$ cat src/rtl/sum_recover_pkg.sv
// Shared types and helpers for the sum_recover_div decode/check path.
// Holds the FSM state type, default width and the divider trial-subtract step.
package sum_recover_pkg;

    typedef enum logic [1:0] {
        IDLE,
        DIV,
        DONE
    } state_t;

    localparam int DEF_WIDTH = 32;
    localparam int MAX_W     = 64;

    // Returns {ge, r - d} when r >= d, else {0, r}.
    function automatic logic [MAX_W+1:0] trial_sub(
        input logic [MAX_W:0] r,
        input logic [MAX_W:0] d
    );
        logic ge;
        ge = (r >= d);
        return {ge, (ge ? r - d : r)};
    endfunction

endpackage

$ cat src/rtl/seq_divider_core.sv
// Iterative radix-2 restoring divider, one quotient bit per cycle.
// Quotient and remainder hold their values until the next start.
module seq_divider_core
    import sum_recover_pkg::*;
#(
    parameter int WIDTH = DEF_WIDTH
) (
    input  logic             clk,
    input  logic             rst_n,
    input  logic             i_start,
    input  logic [WIDTH-1:0] i_dividend,
    input  logic [WIDTH-1:0] i_divisor,
    output logic             o_busy,
    output logic             o_done,
    output logic [WIDTH-1:0] o_quot,
    output logic [WIDTH-1:0] o_rem
);

    localparam int CW = $clog2(WIDTH + 1);

    logic [WIDTH-1:0] r_dvd;
    logic [WIDTH-1:0] r_dsr;
    logic [WIDTH-1:0] r_quot;
    logic [WIDTH-1:0] r_rem;
    logic [CW-1:0]    r_cnt;
    logic             r_busy;

    // Shifted remainder keeps one extra bit so divisors above 2^(W-1) work.
    logic [WIDTH:0]   w_trial;
    logic [MAX_W+1:0] w_step;
    logic             w_qbit;
    logic [WIDTH-1:0] w_rem_nxt;

    assign w_trial   = {r_rem, r_dvd[WIDTH-1]};
    assign w_step    = trial_sub((MAX_W+1)'(w_trial), (MAX_W+1)'(r_dsr));
    assign w_qbit    = w_step[MAX_W+1] & ~|w_step[MAX_W:WIDTH];
    assign w_rem_nxt = w_step[WIDTH-1:0];

    assign o_busy = r_busy;
    assign o_done = r_busy && (r_cnt == CW'(1));
    assign o_quot = r_quot;
    assign o_rem  = r_rem;

    always_ff @(posedge clk or negedge rst_n) begin
        if (!rst_n) begin
            r_dvd  <= '0;
            r_dsr  <= '0;
            r_quot <= '0;
            r_rem  <= '0;
            r_cnt  <= '0;
            r_busy <= 1'b0;
        end else if (i_start) begin
            r_dvd  <= i_dividend;
            r_dsr  <= i_divisor;
            r_quot <= '0;
            r_rem  <= '0;
            r_cnt  <= CW'(WIDTH);
            r_busy <= 1'b1;
        end else if (r_busy) begin
            r_dvd  <= {r_dvd[WIDTH-2:0], 1'b0};
            r_quot <= {r_quot[WIDTH-2:0], w_qbit};
            r_rem  <= w_rem_nxt;
            r_cnt  <= r_cnt - CW'(1);
            if (r_cnt == CW'(1)) begin
                r_busy <= 1'b0;
            end
        end
    end

endmodule

$ cat src/rtl/sum_recover_div.sv
// Recovers b = y / c - a from the (a+b)*c forward path, with remainder,
// exact and divide-by-zero flags, behind valid/ready handshakes.
module sum_recover_div
    import sum_recover_pkg::*;
#(
    parameter int WIDTH = DEF_WIDTH
) (
    input  logic             clk,
    input  logic             rst_n,
    input  logic             in_valid,
    output logic             in_ready,
    input  logic [WIDTH-1:0] y,
    input  logic [WIDTH-1:0] c,
    input  logic [WIDTH-1:0] a,
    output logic             out_valid,
    input  logic             out_ready,
    output logic [WIDTH-1:0] b_out,
    output logic [WIDTH-1:0] rem_out,
    output logic             exact,
    output logic             div_by_zero
);

    state_t           r_state;
    state_t           w_next;
    logic [WIDTH-1:0] r_y;
    logic [WIDTH-1:0] r_a;
    logic             r_dz;

    logic             w_accept;
    logic             w_c_zero;
    logic             w_busy;
    logic             w_done;
    logic [WIDTH-1:0] w_quot;
    logic [WIDTH-1:0] w_rem;

    assign w_c_zero = (c == '0);
    assign w_accept = in_valid & in_ready;

    seq_divider_core #(
        .WIDTH(WIDTH)
    ) u_core (
        .clk       (clk),
        .rst_n     (rst_n),
        .i_start   (w_accept & ~w_c_zero),
        .i_dividend(y),
        .i_divisor (c),
        .o_busy    (w_busy),
        .o_done    (w_done),
        .o_quot    (w_quot),
        .o_rem     (w_rem)
    );

    always_ff @(posedge clk or negedge rst_n) begin
        if (!rst_n) begin
            r_state <= IDLE;
            r_y     <= '0;
            r_a     <= '0;
            r_dz    <= 1'b0;
        end else begin
            r_state <= w_next;
            if (w_accept) begin
                r_y  <= y;
                r_a  <= a;
                r_dz <= w_c_zero;
            end
        end
    end

    always_comb begin
        w_next      = r_state;
        in_ready    = 1'b0;
        out_valid   = 1'b0;
        b_out       = '0;
        rem_out     = '0;
        exact       = 1'b0;
        div_by_zero = 1'b0;
        unique case (r_state)
            IDLE: begin
                in_ready = ~w_busy;
                if (in_valid && !w_busy) begin
                    w_next = w_c_zero ? DONE : DIV;
                end
            end
            DIV: begin
                if (w_done) begin
                    w_next = DONE;
                end
            end
            DONE: begin
                out_valid = 1'b1;
                if (r_dz) begin
                    rem_out     = r_y;
                    div_by_zero = 1'b1;
                end else begin
                    b_out   = w_quot - r_a;
                    rem_out = w_rem;
                    exact   = (w_rem == '0);
                end
                if (out_ready) begin
                    w_next = IDLE;
                end
            end
            default: w_next = IDLE;
        endcase
    end

endmodule
$ cat config.mk
export PLATFORM = sky130hd
export DESIGN_NAME = sum_recover_div
export DESIGN_NICKNAME = d
export VERILOG_FILES = /design/src/rtl/sum_recover_pkg.sv /design/src/rtl/seq_divider_core.sv /design/src/rtl/sum_recover_div.sv
export SDC_FILE = /design/constraint.sdc
export NUM_CORES = 1
export LEC_CHECK = 0
export ABC_AREA = 1
export CAP_MARGIN = 10
export CELL_PAD_IN_SITES_DETAIL_PLACEMENT = 0
export CELL_PAD_IN_SITES_GLOBAL_PLACEMENT = 1
export CORE_MARGIN = 5
export CORE_UTILIZATION = 40
export DETAILED_ROUTE_END_ITERATION = 6
export PLACE_DENSITY = 0.84
export SLEW_MARGIN = 40
export SYNTH_ARGS = -nofsm -noshare
export SYNTH_HDL_FRONTEND = slang
export SYNTH_SLANG_ARGS = --single-unit
export TNS_END_PERCENT = 1
$ cat constraint.sdc
create_clock -name clk -period 2.5 [get_ports clk]
set_input_delay 0.25 -clock clk [delete_from_list [all_inputs] [get_ports clk]]
set_output_delay 0.25 -clock clk [all_outputs]
set_load 0.01 [all_outputs]
==> impl_metrics.prom <==
# TYPE chip_impl_metric gauge
chip_impl_metric{name="gr_layer_usage_met2",unit="%"} 40.95
chip_impl_metric{name="detailedPlacementHpwl",unit="um"} 35030
chip_impl_metric{name="chipWidth",unit="um"} 193.3
chip_impl_metric{name="yosys_warnings",unit=""} 0
chip_impl_metric{name="timing.fmax",unit="GHz"} 0.3569
chip_impl_metric{name="tritoncts_num_sinks",unit=""} 202
chip_impl_info{name="clock_tree.root_cell",value="sky130_fd_sc_hd__clkbuf_16"} 1
chip_impl_metric{name="antennaDiodeCount",unit=""} 0
chip_impl_metric{name="ioPinCount",unit=""} 168
chip_impl_metric{name="vdd.ir_drop.worst",unit="V"} 0.0004249
chip_impl_metric{name="worst-endpoint-arrival",unit="ps"} 2550
chip_impl_metric{name="reg2regPathDepth",unit=""} 11
chip_impl_metric{name="mappedNetlistArea",unit="mm^2"} 0.01344
chip_impl_metric{name="first_global_vias",unit=""} 13370
chip_impl_metric{name="totalNegativeSetupSlack",unit="ps"} -4937
chip_impl_metric{name="cts-root-to-sink-buffers",unit=""} 3
chip_impl_metric{name="clk_pin_slew",unit="ps"} 60
chip_impl_info{name="highest_utilization_routing_layer_at_the_global_route_stage",value="met2"} 1
chip_impl_info{name="worst_setup_path_endpoint",value="b_out[22]"} 1
chip_impl_info{name="r2r-end",value="u_core.o_rem[6]"} 1
chip_impl_metric{name="worst_ep_required_time",unit="ps"} 2250
chip_impl_metric{name="drc_errors",unit=""} 0
chip_impl_info{name="tritoncts_clock_tree",value="yes"} 1
chip_impl_metric{name="final-setup-viol-count",unit=""} 26
chip_impl_metric{name="synth_compound_area_share",unit="%"} 11.42
chip_impl_metric{name="post_synth_xor_area_fraction",unit="%"} 1.238
chip_impl_metric{name="start_util",unit="%"} 40.28
chip_impl_metric{name="ffs_latches_synth",unit=""} 202
chip_impl_metric{name="timing.max_slew.rel_slack",unit="%"} 56.07
chip_impl_metric{name="tightestPinTransition",unit="ps"} 658.9
chip_impl_metric{name="fin_nets",unit=""} 2487
chip_impl_metric{name="drv.max_cap_violation_count",unit=""} 0
chip_impl_metric{name="routed_wire_per_std_cell",unit="um"} 16.41
chip_impl_info{name="leading_cell_type_in_the_layout_fill_and_taps_excluded",value="sky130_fd_sc_hd__nand2_1"} 1
chip_impl_metric{name="cp_max_fo",unit=""} 3
chip_impl_metric{name="routed-via-count",unit=""} 13780
chip_impl_metric{name="synth-adder-area-share",unit="%"} 6.350
chip_impl_metric{name="timing.final.max_slew_violations",unit=""} 0
chip_impl_metric{name="detail_route.vias_per_cell",unit=""} 4.951
chip_impl_info{name="r2r-start",value="u_core.o_rem[13]"} 1
chip_impl_metric{name="postSynthCellCount",unit=""} 2001
chip_impl_metric{name="final_layout_size_suffix_gt1_share",unit="%"} 18.33
chip_impl_metric{name="setup_slack",unit="ps"} -301.8
chip_impl_info{name="synth_top_family_by_area",value="simple AND/OR/NAND/NOR gates"} 1
chip_impl_metric{name="static-leakage-power",unit="nW"} 9.425
chip_impl_metric{name="rows",unit=""} 67
chip_impl_metric{name="postSynthNetCount",unit=""} 2168
chip_impl_info{name="setup_repair_after_global_routing_missed_its_margin",value="yes"} 1
chip_impl_metric{name="finalWeightedCongestion",unit=""} 0.9220
chip_impl_info{name="hold_path_class",value="input pin to flip-flop"} 1
chip_impl_metric{name="antenna_found_initial",unit=""} 0
chip_impl_info{name="violations_in_the_final_reports",value="negative setup slack"} 1
chip_impl_metric{name="gr-usage-met3",unit="%"} 3.931
chip_impl_info{name="ys_top_cells_by_area",value="sky130_fd_sc_hd__dfrtp_1, sky130_fd_sc_hd__nand2_1, sky130_fd_sc_hd__inv_1"} 1
chip_impl_info{name="hold_start",value="a[24]"} 1
chip_impl_metric{name="drt-total-wl",unit="um"} 45670
chip_impl_metric{name="core_box_area",unit="mm^2"} 0.03336
chip_impl_metric{name="post_synth_num_cell_types",unit=""} 40
chip_impl_info{name="cp-startpoint",value="u_core.o_quot[0]"} 1
chip_impl_metric{name="number_of_violations_reported_at_the_end_of_detailed_routing_iteration_0",unit=""} 797
chip_impl_metric{name="layout_worst_path_cycle_share",unit="%"} 112.1
chip_impl_metric{name="gr_met1_demand_resource",unit="%"} 30.23
chip_impl_metric{name="die_height",unit="um"} 193.3
chip_impl_metric{name="grt_use_total",unit="%"} 23.33
chip_impl_metric{name="area_delta_synth_final",unit="%"} 36.21
chip_impl_metric{name="preCtsSetupSlack",unit="ps"} -476.0
chip_impl_info{name="cp-start-kind",value="flip-flop"} 1
chip_impl_metric{name="worstSkewPairLatency",unit="ps"} 550
chip_impl_metric{name="synth.area.mux_share",unit="%"} 0
chip_impl_info{name="netlist.top_cell.by_area",value="sky130_fd_sc_hd__dfrtp_1"} 1
chip_impl_metric{name="clock_tree.htree_level_count",unit=""} 1
chip_impl_metric{name="layout_min_cycle_time",unit="ps"} 2802
chip_impl_metric{name="grt_max_degree",unit=""} 124
chip_impl_info{name="layout_common_cells",value="sky130_fd_sc_hd__nand2_1, sky130_fd_sc_hd__inv_1, sky130_fd_sc_hd__dfrtp_1"} 1
chip_impl_metric{name="power_per_cell_area",unit="mW/mm^2"} 394.2
chip_impl_metric{name="route.antenna.remaining_nets",unit=""} 0
chip_impl_metric{name="globalRouteOverflowTotal",unit=""} 0
chip_impl_metric{name="die_area",unit="mm^2"} 0.03736
chip_impl_metric{name="grt_first_pass_wirelength",unit="um"} 71690
chip_impl_metric{name="cts_inserted_buffers",unit=""} 25
chip_impl_metric{name="portBuffers",unit=""} 167
chip_impl_metric{name="minimum_setup_slack_among_reg_to_reg_paths",unit="ps"} 120
chip_impl_metric{name="synthSimpleGateAreaFrac",unit="%"} 32.90
chip_impl_metric{name="synth.avg_cell_area",unit="um^2"} 6.716
chip_impl_metric{name="synth_top_area_share",unit="%"} 37.62
chip_impl_metric{name="dr.pass1.iters",unit=""} 5
chip_impl_metric{name="fin_skew",unit="ps"} 8.676
chip_impl_info{name="path_class",value="flip-flop to primary output"} 1
chip_impl_metric{name="report.final.hold_viol_count",unit=""} 0
chip_impl_info{name="worst_setup_path_end_kind",value="primary output"} 1
chip_impl_metric{name="synth.yosys.seq_area_share",unit="%"} 37.62
chip_impl_info{name="status",value="finished with violations"} 1
chip_impl_metric{name="layout.filler_cells",unit=""} 3339
[state kept, by name, summed over array words and instances (netlist names)]
register / flops
r_a: 32
r_y: 32
u_core.o_quot: 32
u_core.o_rem: 32
u_core.r_dsr: 32
u_core.r_dvd: 32
u_core.r_cnt: 6
r_state: 2
r_dz: 1
u_core.o_busy: 1
[final cells by class]
class / count / area, um^2 / share of cell area [%]
multi-input cells: 1442 / 7782 / 42.52
clock buffers: 35 / 713.2 / 3.896
flip-flops and latches: 202 / 5062 / 27.66
clock inverters: 7 / 107.6 / 0.5879
inverters: 295 / 1112 / 6.077
well taps: 448 / 560.5 / 3.062
repair buffers: 354 / 2965 / 16.20
[cells by family (layout without fill, tap and decap cells)]
logic type               after synthesis  after routing
flip-flops                           202            202
adder cells (fa/ha/maj)               67             67
AND/OR/NAND/NOR                     1070           1070
buffers and inverters                357            691
AO/OA/AOI/OAI                        286            286
XOR/XNOR                              19             19
[critical path, cell delays in order, from the launching register on]
cell and delay, ps:
sky130_fd_sc_hd__dfrtp_1 380, sky130_fd_sc_hd__inv_2 80, sky130_fd_sc_hd__ha_4 140, sky130_fd_sc_hd__inv_4 30, sky130_fd_sc_hd__fa_2 350, sky130_fd_sc_hd__nand2_2 90
sky130_fd_sc_hd__nand2_2 60, sky130_fd_sc_hd__o21ai_4 90, sky130_fd_sc_hd__o21ai_2 90, sky130_fd_sc_hd__nand3_1 80, sky130_fd_sc_hd__nand2_2 100, sky130_fd_sc_hd__nand2_1 80
sky130_fd_sc_hd__nand2_1 60, sky130_fd_sc_hd__buf_4 140, sky130_fd_sc_hd__nor2_2 60, sky130_fd_sc_hd__nor2_1 40, sky130_fd_sc_hd__buf_2 130
[what timing repair did]
item                                   CTS  global route
endpoints found under the hold margin   68             0
hold buffers                             1             0
resized for setup                      223           127
pin swaps                               17            15
setup endpoints to repair               66            91
setup buffers                            6             6
[how the worst min path moves through the flow]
| stage | slack, ps | endpoint | cells after the start |
|---|---|---|---|
| 3_3_place_gp | 320 | r_a[7] | 1 |
| 6_report | 270 | r_a[24] | 3 |
| 5_1_grt | 270 | r_a[29] | 3 |
| 3_5_place_dp | 320 | u_core.o_quot[7] | 1 |
| 2_1_floorplan | -50 | r_a[0] | 0 |
| 4_1_cts | 250 | r_a[24] | 3 |
[where the power goes]
part           switching [mW]  internal, mW  leakage (nW)
combinational           0.114         0.148          6.72
sequential                  0          3.27          2.31
clock                    1.49          2.19         0.392
[cells in the mapped netlist, drive strengths merged]
library cell and n:
a21boi 2, a21o 5, a21oi 90, a31oi 1, and2 4, buf 31, clkbuf 31, dfrtp 202
fa 2, ha 65, inv 295, nand2 749, nand3 138, nand3b 12, nand4 15, nor2 121
nor3 15, nor3b 2, nor4 13, o21a 7, o21ai 144, o21bai 7, o22ai 30, or2 1
xnor2 15, xor2 4
[metrics by stage]
stage / power [mW] / util (%) / instance area (um^2) / cells / hold slack [ps]
after floorplan: 3.334 / - / 13440 / 2001 / -45.59
after CTS: 7.299 / 53.78 / 17940 / 2777 / 245.2
after detailed placement: 3.594 / 50.22 / 16760 / 2728 / 322.1
final: 7.215 / 54.86 / 18300 / 2783 / 267.4
after global placement: 3.594 / 50.22 / 16760 / 2728 / 320.2
after global routing: 7.446 / 54.86 / 18300 / 2783 / 267.9
[metal layers]
layer / vias up / wire (um) / share of wire (%)
li1: 6964 / - / -
met5: - / 0 / 0
met1: 6417 / 20100 / 44
met2: 342 / 22260 / 49
met4: 0 / 1038 / 2.3
met3: 55 / 2273 / 5.0
Note: power is estimated with default switching activity, not from simulation.
